$ cat config.mk
export PLATFORM = sky130hd
export DESIGN_NAME = sync_fifo_flex
export DESIGN_NICKNAME = d
export VERILOG_FILES = /design/src/rtl/sync_fifo_flex.sv
export SDC_FILE = /design/constraint.sdc
export NUM_CORES = 1
export LEC_CHECK = 0
export CORE_MARGIN = 2
export CORE_UTILIZATION = 64
export DETAILED_ROUTE_END_ITERATION = 8
export GPL_TIMING_DRIVEN = 0
export MAX_ROUTING_LAYER = met4
export PLACE_DENSITY = 0.84
export SYNTH_ARGS = -nofsm -noshare
export SYNTH_HDL_FRONTEND = slang
export SYNTH_SLANG_ARGS = --single-unit
$ cat constraint.sdc
create_clock -name clk -period 4.71 [get_ports clk]
set_clock_uncertainty 0.05 [all_clocks]
set_input_delay 0.942 -clock clk [delete_from_list [all_inputs] [get_ports clk]]
set_output_delay 0.942 -clock clk [all_outputs]
set_load 0.005 [all_outputs]
$ cat src/rtl/sync_fifo_flex.sv
// Single-clock FIFO with programmable almost-full/almost-empty thresholds and error pulses.
// Define SYNC_FIFO_FWFT_EN to build it in first-word-fall-through read mode.
module sync_fifo_flex #(
  parameter int WIDTH    = 8,
  parameter int DEPTH    = 16,
  parameter int AF_LEVEL = DEPTH - 2,
  parameter int AE_LEVEL = 2
) (
  input  logic                       clk,
  input  logic                       rst,
  input  logic                       w_en,
  input  logic                       r_en,
  input  logic [WIDTH-1:0]           data_in,
  output logic [WIDTH-1:0]           data_out,
  output logic                       empty,
  output logic                       full,
  output logic                       almost_full,
  output logic                       almost_empty,
  output logic [$clog2(DEPTH):0]     count,
  output logic                       overflow,
  output logic                       underflow
);

  localparam int AW = $clog2(DEPTH);
  localparam int CW = AW + 1;

  logic [WIDTH-1:0] mem [DEPTH];
  logic [AW-1:0]    wptr;
  logic [AW-1:0]    rptr;
  logic [AW-1:0]    rptr_nxt;
  logic [CW-1:0]    count_nxt;
  logic             wr_ok;
  logic             rd_ok;

  assign wr_ok    = w_en && !full;
  assign rd_ok    = r_en && !empty;
  assign rptr_nxt = rptr + AW'(rd_ok);

  always_comb begin
    count_nxt = count;
    unique case ({wr_ok, rd_ok})
      2'b10:   count_nxt = count + CW'(1);
      2'b01:   count_nxt = count - CW'(1);
      default: count_nxt = count;
    endcase
  end

  always_ff @(posedge clk) begin
    if (wr_ok) mem[wptr] <= data_in;
  end

`ifdef SYNC_FIFO_FWFT_EN
  // The head word is freshly written when the FIFO is empty after this edge's pop.
  logic head_new;
  assign head_new = wr_ok && (empty || (count == CW'(1) && rd_ok));
`endif

  always_ff @(posedge clk) begin
    if (rst) begin
      wptr         <= '0;
      rptr         <= '0;
      count        <= '0;
      empty        <= 1'b1;
      full         <= 1'b0;
      almost_empty <= 1'b1;
      almost_full  <= 1'b0;
      overflow     <= 1'b0;
      underflow    <= 1'b0;
      data_out     <= '0;
    end else begin
      if (wr_ok) wptr <= wptr + AW'(1);
      rptr         <= rptr_nxt;
      count        <= count_nxt;
      empty        <= count_nxt == '0;
      full         <= count_nxt == CW'(DEPTH);
      almost_full  <= count_nxt >= CW'(AF_LEVEL);
      almost_empty <= count_nxt <= CW'(AE_LEVEL);
      overflow     <= w_en && full;
      underflow    <= r_en && empty;
`ifdef SYNC_FIFO_FWFT_EN
      if (head_new)
        data_out <= data_in;
      else if (count_nxt != '0)
        data_out <= mem[rptr_nxt];
`else
      if (rd_ok) data_out <= mem[rptr];
`endif
    end
  end

endmodule

==> flow_metrics.tcl, run 1 <==
set metrics [dict create \
    root_buffer "clkbuf_8" \
    yosysWarningCount 0 \
    ir_worst_vdd_mv 0.348 \
    die_x_um 102 \
    synthCells 350 \
    hold_viol 0 \
    synth.avg_cell_area_um2 17.7 \
    switchingPower_mw 0.796 \
    drt_iter0_markers 422 \
    rows 35 \
    critPathArrivalTime_ns 3.84 \
    criticalPathCategory "primary input to register" \
    async_reset_ff_frac 0 \
    internal-power_mw 2.61 \
    antenna_found_initial 0 \
    htree_levels 4 \
    cp_max_fo 10 \
    grt_max_degree 17 \
    ys_ff_latch 155 \
    power_frac_clock 0.413 \
    setup_viol 0 \
    swShare 0.234 \
    relSlewSlack 0.108 \
    antenna_cells 0 \
    antenna_left 0 \
    final_common_cell "edfxtp_1" \
    holdBufCountCts 0 \
    die_y_um 102 \
    drc 0 \
    cts_tree "built" \
    coreArea_um2 9330 \
    drv_slew 0 \
    gp_congestion 0.873 \
    port_buffers 30 \
    dr_wl_met2_um 6970 \
    fin_setup_tns_ns 0 \
    ctsResizeCount 0 \
    area_growth_pct 17.5 \
    post_route_cells_drive_above_1_share 0.224 \
    wl_met1_um 5000 \
    grt_pass1_wl_um 20700 \
    rsz0062_at_grt "no" \
    wl_met3_um 1080 \
    wire_per_inst_um 25.2 \
    powerDensity_nw_per_um2 468 \
    place_area_um2 6660 \
    drv_cap 0 \
    numCtsBuffers 17 \
    initial_core_util 0.665 \
    clkTransAtPathRegs_ns 0.07 \
    synthesis.nets 369 \
    clock.fmax_mhz 288 \
    fin_crit_sh 0.736 \
    grt_pass1_vias 3498 \
    crit_required_ns 5.08 \
    utilization 0.781 \
    synth.yosys.seq_area_share 0.707 \
    pwr-share-comb 0.133 \
    synth-edff-count 128 \
    cts_sinks 155 \
    wirelength_um 13600 \
    status "completed" \
    nNetsFinal 418 \
    seq_power_share 0.454 \
    crit_path_start_kind "primary input" \
    worstSetupEndpointType "register" \
    hold_path.class "register to register" \
    grt_util_all_layers 0.301 \
    drt_pass1_iterations 5 \
    synthFlopType "edfxtp_1" \
    place_hpwl_um 8390 \
    design.die.area_um2 10500 \
    leakagePower_nw 2.37 \
    layout_common_cells "128 x edfxtp_1, 40 x mux4_2, 30 x clkdlybuf4s50_1, 27 x nand2_1, 27 x dfxtp_1" \
    ys_types 43 \
    overflow 0 \
    clock_path_buffers 2 \
    syn-cell-area_um2 6200 \
    num_vias 3463 \
    top_layer "met4" \
    cts_setup_buffers 0 \
    fillers 491 \
    fin_area_um2 7280 \
    worstMarginPinSlew_ns 1.33 \
    via_per_inst 6.41 \
    final.min_clock_period_ns 3.47 \
    clkLatencyLatePin_ns 0.52 \
    io_pins 31 \
]
## registers in the layout, indices dropped and copies added (netlist names)
name and cells:
mem 128, data_out 8, count 5, rptr 4, wptr 4, almost_empty 1
almost_full 1, empty 1, full 1, overflow 1, underflow 1
## final cells by class
type	count	area [um2]	area share
sequential	155	4380	0.602
multi-input combinational	165	1690	0.232
clock buffer	18	418	0.0574
timing repair buffer	30	300	0.0412
clock inverter	13	191	0.0263
tap	129	161	0.0222
buffer	22	110	0.0151
inverter	8	32.5	0.00447
## cells in the mapped netlist, drive strengths merged (6+ instances only)
| master | count | area share |
|---|---|---|
| ha | 7 | 0.014 |
| mux4 | 40 | 0.15 |
| inv | 6 | 0.0036 |
| nand2 | 27 | 0.016 |
| clkbuf | 11 | 0.0067 |
| dfxtp | 27 | 0.087 |
| xor2 | 6 | 0.0085 |
| nor2 | 26 | 0.016 |
| nor3 | 6 | 0.0048 |
| edfxtp | 128 | 0.62 |
| a21oi | 13 | 0.010 |
| buf | 11 | 0.011 |
## cells by family after synthesis
| logic type | count (synthesis) | share of synthesized area |
|---|---|---|
| xor+xnor | 12 | 0.0192 |
| flops | 155 | 0.707 |
| fa+ha+maj | 7 | 0.0141 |
| simple gates | 80 | 0.0628 |
| buf+inv | 30 | 0.0230 |
| compound gates | 25 | 0.0266 |
| mux | 41 | 0.147 |
## per-layer routing
| layer | track usage | vias up |
|---|---|---|
| li1 | - | 1460 |
| met1 | 0.374 | 1756 |
| met2 | 0.481 | 211 |
| met3 | 0.0650 | 36 |
| met4 | 0.141 | 0 |
| met5 | - | - |
## worst max-delay path, cell delays in order
cell             delay, ns
clkdlybuf4s50_1       0.53
nand2b_4              0.08
buf_2                 0.18
nor2_1                0.32
xor2_1                0.12
ha_1                  0.21
a21oi_1               0.31
a2111oi_0             0.19
nor4_1                0.37
xnor2_1               0.17
or2_1                 0.16
inv_1                 0.05
and3_2                0.20
## power by group through the flow
stage	clock network, mW	logic [mW]	registers [mW]
5_1_grt	1.47	0.490	1.55
3_5_place_dp	0	0.446	1.58
4_1_cts	1.42	0.454	1.55
2_1_floorplan	0	0.285	1.58
6_report	1.41	0.452	1.55
3_3_place_gp	0	0.436	1.57
## final timing paths
| path | start | endpoint | slack (ns) | depth (start not counted) |
|---|---|---|---|---|
| setup / recovery | r_en | full | 1.24 | 13 |
| hold / removal | data_out[0] | data_out[0] | 0.40 | 2 |
| hold reg to reg | data_out[0] | data_out[0] | 0.40 | 2 |
| setup reg to reg | empty | full | 1.79 | 12 |
## per-stage QoR
stage	total power [mW]	instances	setup slack, ns	hold WS [ns]
floorplan	1.86	350	1.53	0.396
global placement	2.01	509	0.665	0.395
detailed placement	2.02	509	0.699	0.397
CTS	3.42	540	1.23	0.406
global route	3.51	540	0.982	0.432
finish	3.41	540	1.24	0.403
No activity file was read; power rests on OpenSTA's default activity.
==> inputs of run 2 (changes only) <==
--- a/config.mk
+++ b/config.mk
@@ -6,11 +6,11 @@
 export NUM_CORES = 1
 export LEC_CHECK = 0
 export CORE_MARGIN = 2
-export CORE_UTILIZATION = 64
+export CORE_UTILIZATION = 54
 export DETAILED_ROUTE_END_ITERATION = 8
 export GPL_TIMING_DRIVEN = 0
 export MAX_ROUTING_LAYER = met4
-export PLACE_DENSITY = 0.84
+export PLACE_DENSITY = 0.76
 export SYNTH_ARGS = -nofsm -noshare
 export SYNTH_HDL_FRONTEND = slang
 export SYNTH_SLANG_ARGS = --single-unit
==> constraint.sdc (replaced) <==
create_clock -name clk -period 3.15 [get_ports clk]
set_clock_uncertainty 0.05 [all_clocks]
set_input_delay 0.63 -clock clk [delete_from_list [all_inputs] [get_ports clk]]
set_output_delay 0.63 -clock clk [all_outputs]
set_load 0.005 [all_outputs]
==> run 2 against run 1 <==
- the flow now finishes with violations (DRC)
- critical path depth did not move
- sequential share of layout area decreased by 0.27 points
- clock power grew 43%
- final cell count is 3.0% higher
- clock-buffer cell count up 2
- sequential cell count did not move
- core utilization shrank 13 points
- cell area is 0.45% higher
- sequential power up 49%
- power increased by 46%
- via count down 6.5%
- register-to-register slack got worse by 1.3 ns
- critical endpoint unchanged
==> flow_metrics.tcl, run 2 (synthesized netlist as in run 1, its figures left out) <==
set metrics [dict create \
    drv_cap 0 \
    worstSetupEndpointType "register" \
    initial_core_util 0.548 \
    hold_path.class "register to register" \
    cp_max_fo 10 \
    drt_iter0_markers 251 \
    drv_slew 0 \
    wire_per_inst_um 21.6 \
    grt_util_all_layers 0.215 \
    post_route_cells_drive_above_1_share 0.228 \
    rsz0062_at_grt "no" \
    port_buffers 30 \
    final_common_cell "edfxtp_1" \
    crit_path_start_kind "primary input" \
    area_growth_pct 18.0 \
    rows 39 \
    design.die.area_um2 12400 \
    io_pins 31 \
    setup_viol 0 \
    wirelength_um 12000 \
    clkTransAtPathRegs_ns 0.06 \
    nNetsFinal 420 \
    layout_common_cells "128 x edfxtp_1, 40 x mux4_2, 29 x clkdlybuf4s50_1, 27 x nand2_1, 27 x dfxtp_1" \
    top_register "mem" \
    failed_checks "DRC" \
    critPathArrivalTime_ns 3.31 \
    grt_pass1_vias 3336 \
    die_x_um 111 \
    numCtsBuffers 17 \
    worstMarginPinSlew_ns 1.24 \
    grt_pass1_wl_um 18800 \
    largest_register_ffs 128 \
    antenna_cells 0 \
    clkLatencyLatePin_ns 0.41 \
    htree_levels 4 \
    antenna_left 0 \
    final.min_clock_period_ns 3.00 \
    reg_top3 "mem x128, data_out x8, count x5" \
    coreArea_um2 11300 \
    ff2ff_setup_slack_ns 0.49 \
    num_vias 3237 \
    crit_required_ns 3.46 \
    fin_setup_tns_ns 0 \
    root_buffer "clkbuf_16" \
    leakagePower_nw 2.37 \
    status "complete, but fails checks" \
    gp_congestion 0.838 \
    clock_path_buffers 2 \
    criticalPathCategory "primary input to register" \
    cts_tree "built" \
    grt_max_degree 17 \
    powerDensity_nw_per_um2 681 \
    die_y_um 111 \
    antenna_found_initial 0 \
    cts_sinks 155 \
    drt_pass1_iterations 7 \
    via_per_inst 5.82 \
    ir_worst_vdd_mv 0.380 \
    relSlewSlack 0.164 \
    whs_ns 0.407 \
    place_hpwl_um 7850 \
    clock.fmax_mhz 333 \
    hold_viol 0 \
    overflow 0 \
    fin_crit_sh 0.952 \
    drc 1 \
]
-- run 2: cell types whose count changed in the layout (fill, tap and decap cells not counted), moves of 2 or more --
cell / previous run / this run
clkbuf_4: 0 / 2
nor3_1: 3 / 6
clkinv_2: 2 / 5
inv_6: 3 / 1
nor3_2: 3 / 0
-- run 2: worst paths after layout --
| path | from | end | cells after the start |
|---|---|---|---|
| worst max-delay path | w_en | full | 13 |
| worst min-delay path | data_out[1] | data_out[1] | 2 |
| worst max register to register | empty | full | 12 |
| worst min register to register | data_out[1] | data_out[1] | 2 |
-- run 2: through the flow --
| stage | cell area [um2] | power (mW) | std cells | util | setup slack (ns) |
|---|---|---|---|---|---|
| 3_5_place_dp | 6680 | 3.01 | 523 | 0.590 | -0.574 |
| 3_3_place_gp | 6680 | 2.99 | 523 | 0.590 | -0.501 |
| 6_report | 7320 | 4.99 | 556 | 0.646 | 0.150 |
| 4_1_cts | 7270 | 5.01 | 554 | 0.642 | 0.0283 |
| 2_1_floorplan | 6200 | 2.78 | 350 | - | 0.281 |
| 5_1_grt | 7320 | 5.16 | 556 | 0.646 | 0.0599 |
-- run 2: worst max-delay path: stages --
cell,delay [ns]
clkdlybuf4s50_1,0.48
nor2b_4,0.17
buf_6,0.17
nor2_4,0.06
xor2_1,0.15
ha_1,0.22
a21oi_4,0.17
a2111oi_0,0.13
nor4_1,0.45
xnor2_1,0.16
or2_1,0.28
inv_1,0.07
and3_2,0.17
-- run 2: final cells by class --
| class | count | area (um2) |
|---|---|---|
| clock inverters | 11 | 146 |
| repair buffers | 32 | 318 |
| clock buffers | 20 | 437 |
| fillers | 777 | 4000 |
| well taps | 143 | 179 |
| multi-input cells | 165 | 1700 |
| inverters | 8 | 32.5 |
| plain buffers | 22 | 118 |
| flip-flops and latches | 155 | 4380 |
-- run 2: power by group --
group,leakage [nW],internal (mW),switching [mW]
Combinational,0.715,0.340,0.326
Clock,0.280,1.24,0.765
Sequential,1.38,2.28,0.0330
Total,2.37,3.86,1.12
-- run 2: metal layers --
metal  wire (um)  GRT usage  share of wire
met5           0          -              0
met4         182     0.0823          0.015
met3         598     0.0503          0.050
met2        6530      0.357           0.54
met1        4720      0.259           0.39
-- run 2: what timing repair did --
item | 4_1_cts | 5_1_grt
hold buffers | 0 | 0
resized for setup | 2 | 8
setup buffers | 0 | 1
pin swaps | 1 | 4
endpoints found under the setup margin | 3 | 5
